**src/rtl/fwd_hazard_unit.sv**
```systemverilog
// -----------------------------------------------------------------------------
// fwd_hazard_unit
//
// Purpose:
//   Operand bypass and load-use hazard unit for an in-order pipeline.
//   The unit keeps a shadow copy of the destination-register information for
//   every stage after ID (stage 1 = EX ... stage DEPTH = WB). For each source
//   operand of the ID instruction it picks the youngest matching producer and
//   reports its stage as the forward select. If that producer is a load that
//   has not yet reached LOAD_READY, it raises stall. A saturating counter
//   records how many cycles stall was high.
//
// Ports:
//   clk          in   clock; all state updates on the rising edge
//   rst          in   synchronous active-high reset
//   id_valid     in   ID holds a real instruction
//   id_src_addr  in   source register addresses; operand s at [s*ADDR_W +: ADDR_W]
//   id_src_used  in   per-operand read enable
//   id_dst_addr  in   destination register of the ID instruction
//   id_reg_write in   ID instruction writes a register
//   id_is_load   in   ID instruction is a load
//   flush        in   squash of ID and EX
//   fwd_sel      out  per operand: 0 = register file, k = forward from stage k
//   stall        out  hold PC and IF/ID, inject a bubble into EX
//   stall_count  out  saturating count of stalled cycles
// -----------------------------------------------------------------------------
module fwd_hazard_unit #(
  parameter int ADDR_W     = 5,
  parameter int NUM_SRC    = 2,
  parameter int DEPTH      = 3,
  parameter int LOAD_READY = 2,
  parameter int SEL_W      = $clog2(DEPTH + 1),
  parameter int CNT_W      = 32
) (
  input  logic                      clk,
  input  logic                      rst,
  input  logic                      id_valid,
  input  logic [NUM_SRC*ADDR_W-1:0] id_src_addr,
  input  logic [NUM_SRC-1:0]        id_src_used,
  input  logic [ADDR_W-1:0]         id_dst_addr,
  input  logic                      id_reg_write,
  input  logic                      id_is_load,
  input  logic                      flush,
  output logic [NUM_SRC*SEL_W-1:0]  fwd_sel,
  output logic                      stall,
  output logic [CNT_W-1:0]          stall_count
);

  // Shadow pipeline, index k = stage number (1 = EX).
  logic [DEPTH:1]    vld_q, vld_d;
  logic [DEPTH:1]    wr_q,  wr_d;
  logic [DEPTH:1]    ld_q,  ld_d;
  logic [ADDR_W-1:0] dst_q [1:DEPTH];
  logic [ADDR_W-1:0] dst_d [1:DEPTH];

  logic [CNT_W-1:0]  stall_count_q, stall_count_d;

  logic [SEL_W-1:0]  sel;
  logic              hit_ld;
  logic              load_use;

  // Operand select and load-use detection. Stages are scanned oldest to
  // youngest so the last match written (the smallest k) wins; hit_ld then
  // reflects only that youngest producer, letting a younger ALU result mask
  // an older load to the same register.
  always_comb begin
    fwd_sel  = '0;
    sel      = '0;
    hit_ld   = 1'b0;
    load_use = 1'b0;
    for (int s = 0; s < NUM_SRC; s++) begin
      sel    = '0;
      hit_ld = 1'b0;
      for (int k = DEPTH; k >= 1; k--) begin
        if (id_src_used[s] && vld_q[k] && wr_q[k] &&
            (dst_q[k] != '0) &&
            (dst_q[k] == id_src_addr[s*ADDR_W +: ADDR_W])) begin
          sel    = SEL_W'(k);
          hit_ld = ld_q[k] && (k < LOAD_READY);
        end
      end
      fwd_sel[s*SEL_W +: SEL_W] = sel;
      if (hit_ld) begin
        load_use = 1'b1;
      end
    end
  end

  assign stall = id_valid && !flush && load_use;

  // Next state: stages behind ID always advance; entry 1 takes a bubble
  // on flush or stall, otherwise the ID instruction.
  always_comb begin
    for (int k = 2; k <= DEPTH; k++) begin
      vld_d[k] = vld_q[k-1];
      wr_d[k]  = wr_q[k-1];
      ld_d[k]  = ld_q[k-1];
      dst_d[k] = dst_q[k-1];
    end
    if (flush || stall) begin
      vld_d[1] = 1'b0;
      wr_d[1]  = 1'b0;
      ld_d[1]  = 1'b0;
      dst_d[1] = '0;
    end else begin
      vld_d[1] = id_valid;
      wr_d[1]  = id_reg_write;
      ld_d[1]  = id_is_load;
      dst_d[1] = id_dst_addr;
    end

    stall_count_d = stall_count_q;
    if (stall && (stall_count_q != '1)) begin
      stall_count_d = stall_count_q + 1'b1;
    end
  end

  always_ff @(posedge clk) begin
    if (rst) begin
      vld_q         <= '0;
      wr_q          <= '0;
      ld_q          <= '0;
      stall_count_q <= '0;
      for (int k = 1; k <= DEPTH; k++) begin
        dst_q[k] <= '0;
      end
    end else begin
      vld_q         <= vld_d;
      wr_q          <= wr_d;
      ld_q          <= ld_d;
      stall_count_q <= stall_count_d;
      for (int k = 1; k <= DEPTH; k++) begin
        dst_q[k] <= dst_d[k];
      end
    end
  end

  assign stall_count = stall_count_q;

endmodule

```
**config.mk**
```make
export PLATFORM = sky130hd
export DESIGN_NAME = fwd_hazard_unit
export DESIGN_NICKNAME = d
export VERILOG_FILES = /design/src/rtl/fwd_hazard_unit.sv
export SDC_FILE = /design/constraint.sdc
export NUM_CORES = 1
export LEC_CHECK = 0
export ABC_AREA = 1
export CAP_MARGIN = 20
export CORE_ASPECT_RATIO = 1.5
export CORE_MARGIN = 1.5
export CORE_UTILIZATION = 53
export CTS_CLUSTER_SIZE = 20
export DETAILED_ROUTE_END_ITERATION = 7
export PLACE_DENSITY = 0.8
export SETUP_SLACK_MARGIN = 0.2
export SLEW_MARGIN = 10
export SYNTH_ARGS = -nofsm -noshare
export SYNTH_HDL_FRONTEND = slang
export SYNTH_SLANG_ARGS = --single-unit
```
**constraint.sdc**
```tcl
create_clock -name clk -period 2.1 [get_ports clk]
set_clock_uncertainty 0.15 [all_clocks]
set_input_delay 0.21 -clock clk [delete_from_list [all_inputs] [get_ports clk]]
set_output_delay 0.21 -clock clk [all_outputs]
set_load 0.05 [all_outputs]
```
## Word-level counts from Yosys, hierarchy flattened

Memories as Yosys holds them, arrays and structs flattened.
Cells that the tools add are included.

- Register bits: 39
- RAM bits: 15
- Bits of input ports: 23
- Output and inout bits: 37
- Logic and storage cells: 68
- Memories kept: 1

Memory list:

| name | words | width | read ports | clocked after Yosys merged registers in | wr ports | line | source |
|---|---|---|---|---|---|---|---|
| dst_q | 3 | 5 | 3 | 0 | 3 | 53 | `logic [ADDR_W-1:0] dst_q [1:DEPTH];` |

- Add/sub/neg operators: 1
- Eq/ne operators: 7
- Mux-type cells: 17
- Bitwise operators: 3
- Reductions and logical operators: 33

Operator list:

| operator | number |
|---|---|
| $add 32x1->32 const B | 1 |
| $ne 32x32->1 const B | 1 |
| $eq 5x5->1 | 6 |
| $logic_and 1x1->1 | 27 |
| $mux 5 | 4 |
| $reduce_bool 5->1 | 3 |
| $mux 2 | 6 |
| $mux 1 | 7 |
| $or 1x1->1 | 3 |
| $reduce_or 2->1 | 1 |
| $logic_not 1->1 | 1 |
| $logic_or 1x1->1 | 1 |

## Longest topological paths before layout

Gate-level depths: netlist of the first run.

- Word-level depth: 11
- Depth in mapped cells: 12
- Gate-level depth less buffers: 11

## Least setup slack after synthesis of the first run

Ideal clock, no wire load.

- Kind: flip-flop to output port
- Start point: register dst_q[0][15] (netlist name)
- End point: output port fwd_sel[1]
- Arrival: 1938 ps
- Data required time: 1740 ps
- Slack: -198 ps
- Cell stages (with the launch flop): 6
- Path buffers: 0
- Cells stage by stage: dfxtp_1 xnor2_1 nand2_1 nor3_1 nand3_1 a21boi_0

RTL lines:

| what | line | source |
|---|---|---|
| end: declaration | 44 | `output logic [NUM_SRC*SEL_W-1:0] fwd_sel,` |

## Worst setup path after layout of the first run

- Start point: input port id_src_addr[8]
- End point: output port fwd_sel[2]

- Word-level cells in the longest chain between the ends: 5
- Elaborated cells between the ends (all ways): 9
- Classes of those cells: eq/ne: 3; mux: 3; reduce/logical: 3

RTL lines:

| what | line | source |
|---|---|---|
| start: declaration | 38 | `input logic [NUM_SRC*ADDR_W-1:0] id_src_addr,` |
| $eq 5x5->1 | 77 | `(dst_q[k] == id_src_addr[s*ADDR_W +: ADDR_W])) begin` |
| $logic_and 1x1->1 | 76 | `(dst_q[k] != '0) &&` |
| $mux 2 (2 in series) | 75 | `if (id_src_used[s] && vld_q[k] && wr_q[k] &&` |
| $mux 2 * | 75 |  |

Mark *: on every way between the ends. The rest lies on a longest branch, timed or not.

==> summary.md, run 1 <==
| Metric | Value |
|---|---|
| Crit-path slowest cell | `clkdlybuf4s50_1` |
| Largest net degree at the start of global routing | `23` |
| Die height | `101 um` |
| Hold Path Class | `input port to flop` |
| Clock share of power | `0.331` |
| Routed len/inst | `18.0 um` |
| Max cap viols | `0` |
| Register area share after synthesis | `0.316` |
| Synth top area share | `0.316` |
| Final nets | `657` |
| DRC viols | `0` |
| CP Cell Sequence | `clkdlybuf4s50_1 > buf_4 > xnor2_1 > nand4_1 > inv_1 > nand2_1 > nand2_2 > buf_12` |
| Top post-synthesis cells by area | `dfxtp_1 (32%), nand2_1 (17%), nor2_1 (9.5%), inv_1 (6.7%), xor2_1 (5.6%)` |
| Worst vdd ir | `0.353 mV` |
| Post-synth EDFFs | `0` |
| WL final | `12800 um` |
| Port buffer count | `59` |
| Vias per cell | `5.69` |
| Critical path launch point type | `input port` |
| Reg power frac | `0.549` |
| Slew HR | `0.624` |
| Period utilization | `1.08` |
| Arr. time, crit path | `1900 ps` |
| Share of flip-flops with an asynchronous set or reset | `0` |
| Count of final hold-check violations | `0` |
| Status | `complete, but fails checks` |
| Post-synth net total | `559` |
| CP max FO | `2` |
| Synth top cells by count | `nand2_1 (158), nor2_1 (87), inv_1 (61)` |
| TritonCTS Buffers | `5` |
| Cells after Synth | `535` |
| CP max stage delay | `450 ps` |
| Crit Path Class | `input port to output port` |
| Crit. End Element | `output port` |
| Area after DPL | `0.00434 mm^2` |
| Cell area after layout | `0.00518 mm^2` |
| Synth unique cells | `30` |
| Post-DRT Antenna Nets | `0` |
| TritonCTS clock tree | `yes` |
| Core Region | `0.00617 mm^2` |
| Synth Flop Type | `dfxtp_1` |
| Post-synth top area cell | `dfxtp_1` |
| Footprint of the multi-input gates | `0.00251 mm^2` |
| Clock Path Buffers | `2` |
| Final WS setup | `-163 ps` |
| Most frequent cell after synthesis | `nand2_1` |
| Area Overhead vs Synth | `51.3%` |
| Diodes inserted | `0` |
| DRT Pass-1 Iters | `5` |
| Max Clk Rate | `442 MHz` |
| I/O pins | `60` |
| Pins over their slew limit | `0` |
| RSZ-0062 raised after global routing | `yes` |
| Sw Share | `0.274` |
| Pwr Density | `367 mW/mm^2` |
| Final HPWL DP | `8140 um` |
| Placement Rows | `35` |
| Register Area | `0.00115 mm^2` |
| R2R Setup Slk | `60 ps` |
| Tot GR Track Use | `0.320` |
| Leak pwr | `2.35 nW` |
| Starting density of the core | `0.555` |
| YS warnings | `0` |
| Root Buffer | `clkbuf_8` |
| Internal cell power | `1.38 mW` |
| Placer congestion estimate | `0.985` |
| Total number of vias | `4030` |
| Fillers | `396` |
| Combinational share of power | `0.120` |
| Die area | `0.00697 mm^2` |
| Fin crit period | `2260 ps` |
| Placed insts | `679` |
| Global-route wire length before repair | `16700 um` |
| Final setup viols | `2` |
| Non-Filler Instances | `708` |
| Violated checks | `setup timing` |
| Hold_buf cts | `0` |
| Psw | `521 uW` |
| Fraction of layout instances using a drive strength above 1 | `0.361` |
| Average size of a mapped cell | `6.40 um^2` |
| WP data required | `1740 ps` |
| CTS sink count | `54` |
| Mapped cell area | `0.00343 mm^2` |
| Worst-skew pair later-pin latency | `320 ps` |
| GRT overflow | `0` |
| Initial antenna violation count | `0` |
| Vias in the first global route | `3720` |
| Slew @ Worst Pin | `566 ps` |
| Die Span X | `68.6 um` |
| CTS clk-pin slew, worst paths | `100 ps` |
| H-Tree Depth | `2` |
| 1st-iter DRT viols | `221` |
| Flip-flop and latch count after synthesis | `54` |
-- layer usage --
metal / part of all wire / wire length [um] / global-route usage
met5: 0 / 0 / 0
met4: 0.067 / 858 / 0.197
met3: 0.055 / 707 / 0.0400
met2: 0.54 / 6880 / 0.617
met1: 0.34 / 4310 / 0.300
-- timing repair --
item	CTS	global route
hold endpoints to repair	0	0
resized for setup	63	127
endpoints found under the setup margin	43	46
cloned	0	4
setup buffers	11	6
pin swaps	20	40
-- power by group through the flow --
stage	registers [mW]	clock network, mW	logic, mW
floorplan	1.06	0	0.0825
global placement	1.07	0	0.168
detailed placement	1.07	0	0.173
CTS	1.05	0.641	0.180
global route	1.05	0.667	0.242
finish	1.04	0.630	0.228
-- cells by family after synthesis --
logic type / synth area share
flops: 0.316
fa+ha+maj: 0.00365
buf+inv: 0.0924
simple gates: 0.434
compound gates: 0.0548
xor+xnor: 0.0997
-- final timing paths --
| path | startpoint | endpoint | cells after the start |
|---|---|---|---|
| setup / recovery | id_src_addr[8] | fwd_sel[2] | 8 |
| hold / removal | id_dst_addr[2] | dst_q[0][7] | 3 |
| setup reg to reg | dst_q[0][8] | stall_count[22] | 13 |
| hold reg to reg | wr_q[1] | wr_q[2] | 2 |
-- final cells by class --
type	count	area share
Clock inverter	3	0.00555
Timing Repair Buffer	105	0.213
Tap cell	74	0.0179
Clock buffer	5	0.0133
Inverter	61	0.0442
Multi-Input combinational cell	406	0.483
Sequential cell	54	0.223
-- placed cells by master, fill, tap and decap left out, drive strengths merged --
master	Yosys	layout
nor3	12	12
clkbuf	4	8
dlygate4sd2	0	25
dlymetal6s2s	0	12
nor3b	1	1
nand3	27	27
clkdlybuf4s50	0	17
o21ai	7	7
dfxtp	54	54
buf	10	48
a21boi	2	2
nand3b	1	1
xor2	22	22
or2	1	1
ha	1	1
inv	61	63
a21oi	23	23
clkinv	0	1
nand2	160	160
nand4	28	28
xnor2	17	17
nor2	104	104
-- worst max-delay path: cells and delay by family --
family	cells	cell delay (ps)
XOR/XNOR	1	350
buffers and inverters	4	880
AND/OR/NAND/NOR	3	460
-- through the flow --
| step | util | TNS (ps) | total power [mW] | hold WS (ps) | setup slack, ps |
|---|---|---|---|---|---|
| 2_1_floorplan | - | 0 | 1.15 | 172 | 168 |
| 3_3_place_gp | 0.703 | -34.6 | 1.24 | 257 | -33.7 |
| 3_5_place_dp | 0.703 | -126 | 1.24 | 266 | -102 |
| 4_1_cts | 0.741 | 0 | 1.87 | 264 | 110 |
| 5_1_grt | 0.840 | -786 | 1.96 | 261 | -287 |
| 6_report | 0.840 | -270 | 1.90 | 251 | -163 |
-- flip-flops by register name (all words and copies together) (netlist names) --
register     flops
dst_q           15
stall_count     32
wr_q             3
ld_q             1
vld_q            3
Power figures use the tool's default switching activity.
==> run 2: changes to the inputs <==
--- a/config.mk
+++ b/config.mk
@@ -7,7 +7,6 @@
 export LEC_CHECK = 0
 export ABC_AREA = 1
 export CAP_MARGIN = 20
-export CORE_ASPECT_RATIO = 1.5
 export CORE_MARGIN = 1.5
 export CORE_UTILIZATION = 53
 export CTS_CLUSTER_SIZE = 20
==> summary.md, run 2 (same netlist as run 1, synthesis figures left out) <==
| Metric | Value |
|---|---|
| R2R Setup Slk | `220 ps` |
| Count of final hold-check violations | `0` |
| Vias in the first global route | `3409` |
| Diodes inserted | `0` |
| Internal cell power | `1.35 mW` |
| Die area | `0.00695 mm^2` |
| Largest net degree at the start of global routing | `41` |
| Die Span X | `83.4 um` |
| Root Buffer | `clkbuf_8` |
| GRT overflow | `0` |
| Register-to-Register Path Depth | `10` |
| RSZ-0062 raised after global routing | `yes` |
| Final setup viols | `0` |
| CP max FO | `3` |
| Die height | `83.4 um` |
| Placed insts | `676` |
| Sw Share | `0.267` |
| Pins over their slew limit | `0` |
| DRT Pass-1 Iters | `5` |
| Total number of vias | `3847` |
| CTS sink count | `54` |
| CP Cell Sequence | `xnor2_1 > nand2_1 > nor2_2 > nand2_2 > buf_4 > a21boi_2 > buf_12` |
| Most frequent cells in the layout | `nand2_1 (136), nor2_1 (74), inv_1 (53)` |
| Status | `finished clean` |
| Worst hold path endpoint | `dst_q[0][8]` |
| R2r startpoint | `stall_count[1]` |
| Crit Path Class | `flop to output port` |
| Slew HR | `0.631` |
| Placement Rows | `29` |
| Reg power frac | `0.568` |
| Cells on Worst Hold Path | `3` |
| Vias per cell | `5.49` |
| Fraction of layout instances using a drive strength above 1 | `0.314` |
| Global-route wire length before repair | `16500 um` |
| R2R Path End | `stall_count[31]` |
| Starting density of the core | `0.543` |
| Area Overhead vs Synth | `44.1%` |
| Tot GR Track Use | `0.300` |
| Routed len/inst | `15.9 um` |
| TritonCTS Buffers | `5` |
| Psw | `489 uW` |
| CP max stage delay | `370 ps` |
| Fin crit period | `2040 ps` |
| Worst vdd ir | `0.347 mV` |
| Min-delay src | `id_dst_addr[3]` |
| WL final | `11200 um` |
| Max Clk Rate | `491 MHz` |
| CTS clk-pin slew, worst paths | `100 ps` |
| Crit. End Element | `output port` |
| WP data required | `1740 ps` |
| Final nets | `647` |
| TritonCTS clock tree | `yes` |
| Port buffer count | `59` |
| Clock Path Buffers | `2` |
| Non-Filler Instances | `701` |
| Leak pwr | `2.25 nW` |
| Fillers | `476` |
| Clock share of power | `0.333` |
| Crit-path slowest cell | `dfxtp_4` |
| Placer congestion estimate | `0.950` |
| I/O pins | `60` |
| Post-DRT Antenna Nets | `0` |
| Critical path launch point type | `flop` |
| Period utilization | `0.971` |
| Arr. time, crit path | `1680 ps` |
| Max cap viols | `0` |
| Max FFs per register | `32` |
| DRC viols | `0` |
| Slew @ Worst Pin | `553 ps` |
| Min Hold Slack | `242 ps` |
| Most common cell after layout, fill and taps aside | `nand2_1` |
| Worst-skew pair later-pin latency | `320 ps` |
| Hold Path Class | `input port to flop` |
| Final HPWL DP | `7720 um` |
| Core Region | `0.00631 mm^2` |
| 1st-iter DRT viols | `256` |
| Final Util | `0.782` |
| Initial antenna violation count | `0` |
| Combinational share of power | `0.098` |
| Pwr Density | `372 mW/mm^2` |
| H-Tree Depth | `2` |
-- run 2: cell count changes in the layout (fill, tap and decap cells not counted), moves of 3 or more --
cell,previous run,this run
buf_4,33,27
clkdlybuf4s50_1,17,14
nor3_4,4,1
dlygate4sd2_1,25,30
nand2_2,16,12
dfxtp_2,37,34
nand2_1,125,136
dfxtp_1,10,13
nand2_4,19,12
a21oi_1,2,8
buf_6,6,3
a21oi_2,21,15
nor3_1,1,5
-- run 2: worst max-delay path by stage --
stage / start / endpoint
floorplan: dst_q[0][15] / fwd_sel[1]
global placement: id_src_addr[9] / fwd_sel[3]
detailed placement: id_src_addr[5] / fwd_sel[3]
CTS: wr_q[1] / fwd_sel[3]
global route: dst_q[0][6] / fwd_sel[3]
finish: dst_q[0][6] / fwd_sel[3]
-- run 2: layer usage --
metal  global-route usage  up-vias  wire (um)
met5                    0        -          0
met4                0.124        0        384
met3               0.0408       31        715
met2                0.482      177       5210
met1                0.404     1777       4860
li1                     -     1862          -
-- run 2: final cells by class --
type / count / area (um^2) / area share
clock buffers: 5 / 68.8 / 0.0139
repair buffers: 95 / 1010 / 0.204
well taps: 77 / 96.3 / 0.0195
multi-input cells: 406 / 2360 / 0.479
inverters: 61 / 229 / 0.0464
flip-flops and latches: 54 / 1150 / 0.233
clock inverters: 3 / 21.3 / 0.00431
-- run 2: timing repair --
action | 4_1_cts | 5_1_grt
pin swaps | 7 | 31
setup buffers | 6 | 7
gates cloned | 1 | 3
resized for setup | 67 | 89
hold buffers | 0 | 0
endpoints found under the setup margin | 48 | 41
-- run 2: power by group through the flow --
stage               registers [mW]  clock network, mW  logic, mW
detailed placement            1.07                  0      0.162
global placement              1.07                  0      0.160
CTS                           1.05              0.614      0.163
finish                        1.04              0.612      0.181
global route                  1.04              0.657      0.195
floorplan                     1.06                  0     0.0825
-- run 2: worst max-delay path: cells and delay by family (launching register included) --
| kind | cells | cell delay, ps |
|---|---|---|
| AO/OA/AOI/OAI | 1 | 160 |
| XOR/XNOR | 1 | 160 |
| buffers and inverters | 2 | 290 |
| flip-flops | 1 | 370 |
| AND/OR/NAND/NOR | 3 | 360 |
-- run 2: through the flow --
step	area, um^2	TNS, ps	total power, mW	worst slack (ps)
detailed placement	4280	-134	1.23	-46.5
CTS	4500	0	1.82	118
global placement	4280	-78.7	1.23	-40.4
global route	4940	-45.2	1.90	-28.3
floorplan	3470	0	1.15	168
finish	4940	0	1.83	61.3
